==> config.mk <==
export PLATFORM = sky130hd
export DESIGN_NAME = cdb_arbiter
export DESIGN_NICKNAME = d
export VERILOG_FILES = /design/src/rtl/cdb_arbiter.sv
export SDC_FILE = /design/constraint.sdc
export NUM_CORES = 1
export LEC_CHECK = 0
export CORE_UTILIZATION = 58
export DETAILED_ROUTE_END_ITERATION = 8
export PLACE_DENSITY = 0.84
export SLEW_MARGIN = 15
export SYNTH_ARGS = -nofsm -noshare
export SYNTH_HDL_FRONTEND = slang
export SYNTH_SLANG_ARGS = --single-unit
==> constraint.sdc <==
create_clock -name clk -period 3.3 [get_ports clk]
set_input_delay 0.33 -clock clk [delete_from_list [all_inputs] [get_ports clk]]
set_output_delay 0.33 -clock clk [all_outputs]
set_load 0.02 [all_outputs]
==> src/rtl/cdb_arbiter.sv <==
// cdb_arbiter: merges ALU and LSB result streams onto one common data bus.
// Each source owns a small FIFO; an idle source's live input bypasses its
// FIFO. Contested cycles alternate between sources, and each source keeps
// its results in arrival order.
//
// Ports:
//   clk, rst                  clock, asynchronous active-low reset
//   rdy                       global enable (low freezes all state)
//   rollback                  flush all queued results and the bus
//   alu_result*/lsb_result*   per-source result valid, ROB tag and value
//   alu_stall, lsb_stall      combinational almost-full back-pressure
//   cdb_valid/rob_pos/val/src registered broadcast (src: 0 = ALU, 1 = LSB)
//   ovf_err                   sticky overflow flag, cleared only by reset

// Per-source result queue. The caller must only push when there is room
// (not full, or popping in the same cycle).
module cdb_src_q #(
  parameter int unsigned ENT_W  = 36,
  parameter int unsigned QDEPTH = 4
) (
  input  logic                     clk,
  input  logic                     rst,
  input  logic                     en,
  input  logic                     flush,
  input  logic                     push,
  input  logic                     pop,
  input  logic [ENT_W-1:0]         din,
  output logic [ENT_W-1:0]         head,
  output logic [$clog2(QDEPTH):0]  count,
  output logic                     full
);

  localparam int unsigned PTR_W = $clog2(QDEPTH);
  localparam int unsigned CNT_W = PTR_W + 1;

  logic [ENT_W-1:0] mem [QDEPTH];
  logic [PTR_W-1:0] head_ptr;
  logic [PTR_W-1:0] tail_ptr;

  assign head = mem[head_ptr];
  assign full = (count == CNT_W'(QDEPTH));

  // Pointers wrap naturally because QDEPTH is a power of two.
  always_ff @(posedge clk or negedge rst) begin
    if (!rst) begin
      head_ptr <= '0;
      tail_ptr <= '0;
      count    <= '0;
    end else if (en) begin
      if (flush) begin
        head_ptr <= '0;
        tail_ptr <= '0;
        count    <= '0;
      end else begin
        if (push) tail_ptr <= tail_ptr + PTR_W'(1);
        if (pop)  head_ptr <= head_ptr + PTR_W'(1);
        if (push && !pop)      count <= count + CNT_W'(1);
        else if (!push && pop) count <= count - CNT_W'(1);
      end
    end
  end

  // Storage has no reset; entries are only read when count says they are live.
  always_ff @(posedge clk) begin
    if (en && !flush && push) mem[tail_ptr] <= din;
  end

endmodule

module cdb_arbiter #(
  parameter int unsigned ROB_POS_W = 4,
  parameter int unsigned QDEPTH    = 4
) (
  input  logic                 clk,
  input  logic                 rst,
  input  logic                 rdy,
  input  logic                 rollback,
  input  logic                 alu_result,
  input  logic [ROB_POS_W-1:0] alu_result_rob_pos,
  input  logic [31:0]          alu_result_val,
  input  logic                 lsb_result,
  input  logic [ROB_POS_W-1:0] lsb_result_rob_pos,
  input  logic [31:0]          lsb_result_val,
  output logic                 alu_stall,
  output logic                 lsb_stall,
  output logic                 cdb_valid,
  output logic [ROB_POS_W-1:0] cdb_rob_pos,
  output logic [31:0]          cdb_val,
  output logic                 cdb_src,
  output logic                 ovf_err
);

  localparam int unsigned ENT_W = ROB_POS_W + 32;
  localparam int unsigned CNT_W = $clog2(QDEPTH) + 1;

  typedef struct packed {
    logic [ROB_POS_W-1:0] rob_pos;
    logic [31:0]          val;
  } cdb_ent_t;

  cdb_ent_t         alu_in, lsb_in;
  cdb_ent_t         alu_head, lsb_head;
  cdb_ent_t         alu_cand_d, lsb_cand_d, grant_d;
  logic [CNT_W-1:0] alu_cnt, lsb_cnt;
  logic             alu_full, lsb_full;
  logic             alu_has_q, lsb_has_q;
  logic             alu_cand, lsb_cand;
  logic             any_cand, contest, grant_lsb;
  logic             alu_pop, lsb_pop;
  logic             alu_push, lsb_push;
  logic             alu_push_ok, lsb_push_ok;
  logic             drop;
  // Source of the last contested grant; 1 means the ALU wins the next contest.
  logic             rr_last;

  assign alu_in = '{rob_pos: alu_result_rob_pos, val: alu_result_val};
  assign lsb_in = '{rob_pos: lsb_result_rob_pos, val: lsb_result_val};

  // Candidate selection, grant and queue control for this cycle.
  always_comb begin
    alu_has_q   = (alu_cnt != '0);
    lsb_has_q   = (lsb_cnt != '0);
    alu_cand    = alu_has_q || alu_result;
    lsb_cand    = lsb_has_q || lsb_result;
    alu_cand_d  = alu_has_q ? alu_head : alu_in;
    lsb_cand_d  = lsb_has_q ? lsb_head : lsb_in;
    any_cand    = alu_cand || lsb_cand;
    contest     = alu_cand && lsb_cand;
    grant_lsb   = contest ? !rr_last : lsb_cand;
    grant_d     = grant_lsb ? lsb_cand_d : alu_cand_d;

    alu_pop     = any_cand && !grant_lsb && alu_has_q;
    lsb_pop     = any_cand &&  grant_lsb && lsb_has_q;
    // A live input is queued unless it is the one going straight to the bus.
    alu_push    = alu_result && !(any_cand && !grant_lsb && !alu_has_q);
    lsb_push    = lsb_result && !(any_cand &&  grant_lsb && !lsb_has_q);
    alu_push_ok = alu_push && (!alu_full || alu_pop);
    lsb_push_ok = lsb_push && (!lsb_full || lsb_pop);
    drop        = (alu_push && !alu_push_ok) || (lsb_push && !lsb_push_ok);
  end

  cdb_src_q #(.ENT_W(ENT_W), .QDEPTH(QDEPTH)) u_alu_q (
    .clk   (clk),
    .rst   (rst),
    .en    (rdy),
    .flush (rollback),
    .push  (alu_push_ok),
    .pop   (alu_pop),
    .din   (alu_in),
    .head  (alu_head),
    .count (alu_cnt),
    .full  (alu_full)
  );

  cdb_src_q #(.ENT_W(ENT_W), .QDEPTH(QDEPTH)) u_lsb_q (
    .clk   (clk),
    .rst   (rst),
    .en    (rdy),
    .flush (rollback),
    .push  (lsb_push_ok),
    .pop   (lsb_pop),
    .din   (lsb_in),
    .head  (lsb_head),
    .count (lsb_cnt),
    .full  (lsb_full)
  );

  assign alu_stall = (alu_cnt >= CNT_W'(QDEPTH - 1));
  assign lsb_stall = (lsb_cnt >= CNT_W'(QDEPTH - 1));

  // Broadcast registers, round-robin state and sticky overflow.
  always_ff @(posedge clk or negedge rst) begin
    if (!rst) begin
      cdb_valid   <= 1'b0;
      cdb_rob_pos <= '0;
      cdb_val     <= '0;
      cdb_src     <= 1'b0;
      rr_last     <= 1'b1;
      ovf_err     <= 1'b0;
    end else if (rdy) begin
      if (rollback) begin
        cdb_valid <= 1'b0;
        rr_last   <= 1'b1;
      end else begin
        cdb_valid <= any_cand;
        if (any_cand) begin
          cdb_rob_pos <= grant_d.rob_pos;
          cdb_val     <= grant_d.val;
          cdb_src     <= grant_lsb;
        end
        if (contest) rr_last <= grant_lsb;
        if (drop)    ovf_err <= 1'b1;
      end
    end
  end

endmodule

-- Yosys cells after proc, flatten, opt, wreduce, memory -nomap -nowiden
Memory sizes are Yosys's and may differ from the RTL's.
Cells that the tools add are included.
- output and inout bits: 41
- bits in registers: 54
- input bits: 78
- memory bits (writable): 288
- memories: 2
- memory list (memory ; depth ; width ; rd ports ; clocked after memory_dff ; wr ports ; line ; source):
    u_alu_q.mem ; 4 ; 36 ; 1 ; 0 ; 1 ; 36 ; logic [ENT_W-1:0] mem [QDEPTH];
    u_lsb_q.mem ; 4 ; 36 ; 1 ; 0 ; 1 ; 36 ;
- reduce and logical (&&, ||, !) cells: 57
- bitwise gates (word level): 1
- add/subtract/negate cells: 8
- eq/ne operators: 2
- $lt $le $gt $ge: 2
- mux-type cells: 25
- operators by type and width (cell ; count):
    $mux W36 ; 3
    $logic_and A1 B1 Y1 ; 20
    $mux W3 ; 6
    $mux W2 ; 8
    $reduce_and A2 Y1 ; 7
    $logic_not A1 Y1 ; 13
    $reduce_bool A3 Y1 ; 4
    $reduce_bool A2 Y1 ; 5
    $add A2 B1 Y2 const B ; 4
    $mux W1 ; 8
    $add A3 B1 Y3 const B ; 2
    $eq A3 B3 Y1 const B ; 2
    $ge A3 B2 Y1 const B ; 2
    $logic_or A1 B1 Y1 ; 6
    $reduce_and A3 Y1 ; 2
    $sub A3 B1 Y3 const B ; 2
    $not A1 Y1 ; 1

-- Logic depth before layout (Yosys ltp)
- word-level depth: 15
- gate-level depth with buffers: 8
- gate-level depth less buffers: 7

-- Cells and area by module
Synthesis repeated with hierarchy kept, for this count alone.
- cells, all modules: 888
- area total of the unflattened synthesis: 14453.9 um2
- by module, submodules not included (module ; cells each ; area an instance (um2) ; times used):
    cdb_src_q ; 243 ; 5676.7 ; 2
    cdb_arbiter ; 402 ; 3100.5 ; 1

-- Least setup slack after synthesis
Ideal clock, no wire load.
- path kind: reg-to-reg
- start point: register u_lsb_q.count[1]
- end point: memory u_alu_q.mem[0][0] (enable)
- path buffers: 0
- slack: 0.606 ns
- stages on the path, launching flop included: 5
- data arrival time: 2.297 ns
- required time: 2.903 ns
- cells stage by stage: dfrtp_1 > or4_4 > nand3_1 > and3_1 > and3_1
- cells in the longest elaborated chain, start to end: 13
- RTL lines (item ; line ; source):
    from (decl) ; 29 ; output logic [$clog2(QDEPTH):0] count,
    from (signal assigned) ; 57 ; if (push && !pop) count <= count + CNT_W'(1);
    from (signal assigned) ; 58 ; else if (!push && pop) count <= count - CNT_W'(1);
    $reduce_bool A3 Y1 * ; 122 ; lsb_has_q = (lsb_cnt != '0);
    $logic_or A1 B1 Y1 * ; 124 ; lsb_cand = lsb_has_q || lsb_result;
    $logic_and A1 B1 Y1 ; 128 ; contest = alu_cand && lsb_cand;
    $mux W1 ; 129 ; grant_lsb = contest ? !rr_last : lsb_cand;
    $logic_not A1 Y1 ; 132, 135 ;
    $logic_and A1 B1 Y1 * ; 132, 135 ;
    $logic_and A1 B1 Y1 ; 135 ; alu_push = alu_result && !(any_cand && !grant_lsb && !alu_has_q);
    $logic_not A1 Y1 ; 135 ;
    $logic_and A1 B1 Y1 ; 135 ;
    $logic_and A1 B1 Y1 * ; 137 ; alu_push_ok = alu_push && (!alu_full || alu_pop);
    $logic_and A1 B1 Y1 * ; 65 ; if (en && !flush && push) mem[tail_ptr] <= din;
    $mux W1 * ; 65 ;
    $mux W1 (implied by the code) * ; 65 ;
    to (decl) ; 36 ;
Every way passes the cells marked *; elsewhere a longest branch is shown, timed or not.

-- Worst setup path in the final report
- start point: register u_lsb_q.count[1]
- end point: register u_alu_q.count[2]
- cells in the longest elaborated chain, start to end: 14
- RTL lines (item ; line):
    $reduce_bool A3 Y1 * ; 122
    $logic_or A1 B1 Y1 * ; 124
    $logic_and A1 B1 Y1 ; 128
    $mux W1 ; 129
    $logic_not A1 Y1 ; 132, 135
    $logic_and A1 B1 Y1 * ; 132, 135
    $logic_and A1 B1 Y1 ; 135
    $logic_not A1 Y1 ; 135
    $logic_and A1 B1 Y1 ; 135
    $logic_and A1 B1 Y1 ; 137
    $logic_not A1 Y1 ; 58
    $logic_and A1 B1 Y1 ; 58
    $reduce_bool A3 Y1 (no source line) ; -
    $reduce_and A2 Y1 (no source line) ; -
    to (signal assigned) ; 57
    to (signal assigned) ; 58
    to (decl) ; 29
Marked as above.
A chain may end at the register's enable or synchronous reset.

==> summary.txt <==
Layout
  – Multi-input logic area: 0.00408 mm²
  – Area delta synth->final: 19.9%
  – Net count, final: 1064
  – Fillers: 1458
  – FF+latch area: 0.0100 mm²
  – Most common cell after layout, fill and taps aside: edfxtp_1
  – Most frequent cells in the layout: edfxtp_1, clkdlybuf4s50_1, mux4_2
  – Fin util: 0.711
  – Share of layout cells above drive strength 1: 0.205

Synth
  – Synth cell types: 62
  – Seq/Total Area, Yosys: 0.694
  – Netlist Area Pre-Place: 0.0144 mm²
  – Synth Warn #: 0
  – Post-Syn Area per Cell: 17.1 µm²
  – Flops & latches, synth: 342
  – Synth Flop Type: edfxtp_1
  – Post-synth EDFFs: 288
  – Async set-reset flop share out of synthesis: 0.158
  – Syn Nets: 929
  – Post-synthesis cell count: 841

Routing
  – Routed wire length: 36500 µm
  – DR pass1 iterations: 5
  – Post-DRT Antenna Nets: 0
  – Wire length per cell: 27.6 µm
  – Total vias in the final route: 9076
  – Via density: 6.85
  – DRC viols: 0
  – First-iteration detailed-routing DRC count: 1118

Timing
  – Final Setup Violations: 0
  – Final Critical Period: 2.67 ns
  – Fin. Hold Viols: 0
  – RSZ-0062 raised after global routing: false
  – Final Cycle Share: 0.810
  – Max Clk Rate: 374 MHz
  – Max-Slew Margin vs Limit: 0.369
  – Clock Skew: 0.0216 ns
  – Max-slew violations: 0
  – Worst slew pin tran: 0.944 ns
  – TNS Setup: 0 ns

Clock network
  – Clk_lat worst skew: 0.51 ns
  – Clock root cell: clkbuf_16
  – TritonCTS clock tree: done
  – Clk slew on worst S/H paths: 0.07 ns
  – Hold Buf Count CTS: 0
  – Maximum level of the CTS H-tree: 2
  – Post CTS Setup Buffer Count: 0
  – CTS Sinks: 342
  – Resized Gates After CTS: 0
  – Clock Path Buffers: 3
  – Total CTS buffers: 34

GRT
  – First-pass GRT wire length: 55600 µm
  – Overflow after GRT: 0
  – Vias in the first global route: 9560
  – Largest net degree at the start of global routing: 69
  – Initial antenna violation count: 0
  – Global-route usage over all layers: 0.295

Floorplan
  – Initial Util: 0.593
  – Die Ht: 160 µm
  – Die area: 0.0255 mm²
  – Die X: 160 µm
  – Row cnt: 57
  – Floorplan Core Area: 0.0243 mm²
  – I/O Pins: 119

Hold path
  – Hold Path Class: primary input to asynchronous set/reset pin

Power and ir drop
  – Clk pwr share: 0.259
  – Combinational Power Share: 0.366
  – P_int: 9.82 mW
  – Sequential Power Share: 0.376
  – Net switching power: 5.32 mW
  – Switching Fraction: 0.352
  – Total power after layout: 15.1 mW
  – Leak pwr: 5.83 nW
  – VDD IR max: 567 µV
  – Pwr/cell area: 876 mW/mm²

Job
  – Max Cap Violations: 0

Worst setup path
  – CP max-delay cell: or4_4
  – Critical path class: flip-flop to flip-flop
  – Crit Path Max Fanout: 7
  – Req. time, crit path: 3.71 ns
  – Family with the most delay on the worst path: simple AND/OR/NAND/NOR gates
  – Buffer and inverter count on the worst path: 0
  – Slowest stage delay, CP: 0.61 ns
  – Sequence of cells on the critical path: or4_4, nand3_1, nor2_1, fa_1, or4_1, a211o_1, o211ai_1
  – Worst EP arrival: 3.08 ns
  – Crit path launch type: flip-flop
  – Critical Path End Type: flip-flop

Placed design
  – Dpl hpwl: 21600 µm
  – # port buffers: 118
  – Final RePlAce weighted congestion: 0.856

Outcome
  – Status: completed
[power by group through the flow]
stage,logic (mW),registers (mW),clock network (mW)
after global placement,5.21,5.74,0
after global routing,5.81,5.73,4.11
after detailed placement,5.33,5.75,0
after CTS,5.47,5.68,3.95
after floorplan,3.38,5.77,0
final,5.54,5.69,3.92
[per-layer routing]
layer | track usage | share of wire
met3 | 0.0519 | 0.098
met2 | 0.478 | 0.49
met1 | 0.391 | 0.37
met5 | 0 | 0
met4 | 0.145 | 0.045
[per-stage QoR]
step                instances  area [µm²]  setup slack, ns  hold WS [ns]
floorplan                 841       14400            0.606        0.0344
global placement         1264       16200            0.696         0.478
detailed placement       1264       16200            0.640         0.497
CTS                      1324       17300            0.644        0.0279
global route             1324       17300            0.510        0.0753
finish                   1325       17300            0.627        0.0147
[Yosys cell counts, drive strengths merged, types with 3 or more instances]
library cell,instances,area share
a32oi,25,0.015
nand4,3,0.0013
nor2,35,0.0091
o221ai,13,0.013
and2,4,0.0017
nor3,3,0.0018
o311ai,3,0.0018
o21ai,35,0.012
clkbuf,30,0.0078
inv,17,0.0044
buf,32,0.013
nor3b,26,0.014
a21oi,40,0.015
nand2b,4,0.0017
dfrtp,53,0.092
nand3,6,0.0021
edfxtp,288,0.60
a31oi,26,0.011
mux2i,13,0.0090
o22ai,6,0.0030
nand2,19,0.0049
o211ai,3,0.0016
ha,8,0.0069
and3,43,0.019
mux4,72,0.11
[flip-flops by register name, summed over array words and instances (netlist names)]
signal	cells
u_alu_q.mem	144
u_lsb_q.head_ptr	2
cdb_rob_pos	4
cdb_val	32
u_lsb_q.mem	144
cdb_valid	1
ovf_err	1
cdb_src	1
rr_last	1
u_alu_q.head_ptr	2
u_lsb_q.count	3
u_alu_q.tail_ptr	2
u_alu_q.count	3
u_lsb_q.tail_ptr	2
[kinds of logic after synthesis]
kind of cell / after synthesis / synth area share
adder cells (fa/ha/maj): 10 / 0.00972
XOR/XNOR: 1 / 0.000608
AO/OA/AOI/OAI: 166 / 0.0841
AND/OR/NAND/NOR: 156 / 0.0638
buffers and inverters: 79 / 0.0250
flip-flops: 342 / 0.694
multiplexers: 87 / 0.123
[final timing paths]
check / from / endpoint / slack (ns) / cells after the start
max: u_lsb_q.count[1] / u_alu_q.count[2] / 0.63 / 7
min: rst / ovf_err / 0.01 / 2
max reg2reg: u_lsb_q.count[1] / u_alu_q.count[2] / 0.63 / 7
min reg2reg: cdb_val[31] / cdb_val[31] / 0.52 / 2
max in group asynchronous: rst / u_alu_q.head_ptr[0] / 2.69 / 2
min in group clk: lsb_result / u_alu_q.tail_ptr[0] / 0.48 / 5
[final cells by class]
cell class,instances,area share
diodes,1,0.000145
clock buffers,48,0.0552
clock inverters,12,0.00999
inverters,17,0.00369
multi-input cells,420,0.236
flip-flops and latches,342,0.579
well taps,324,0.0235
repair buffers,161,0.0929
Power figures use the tool's default switching activity.
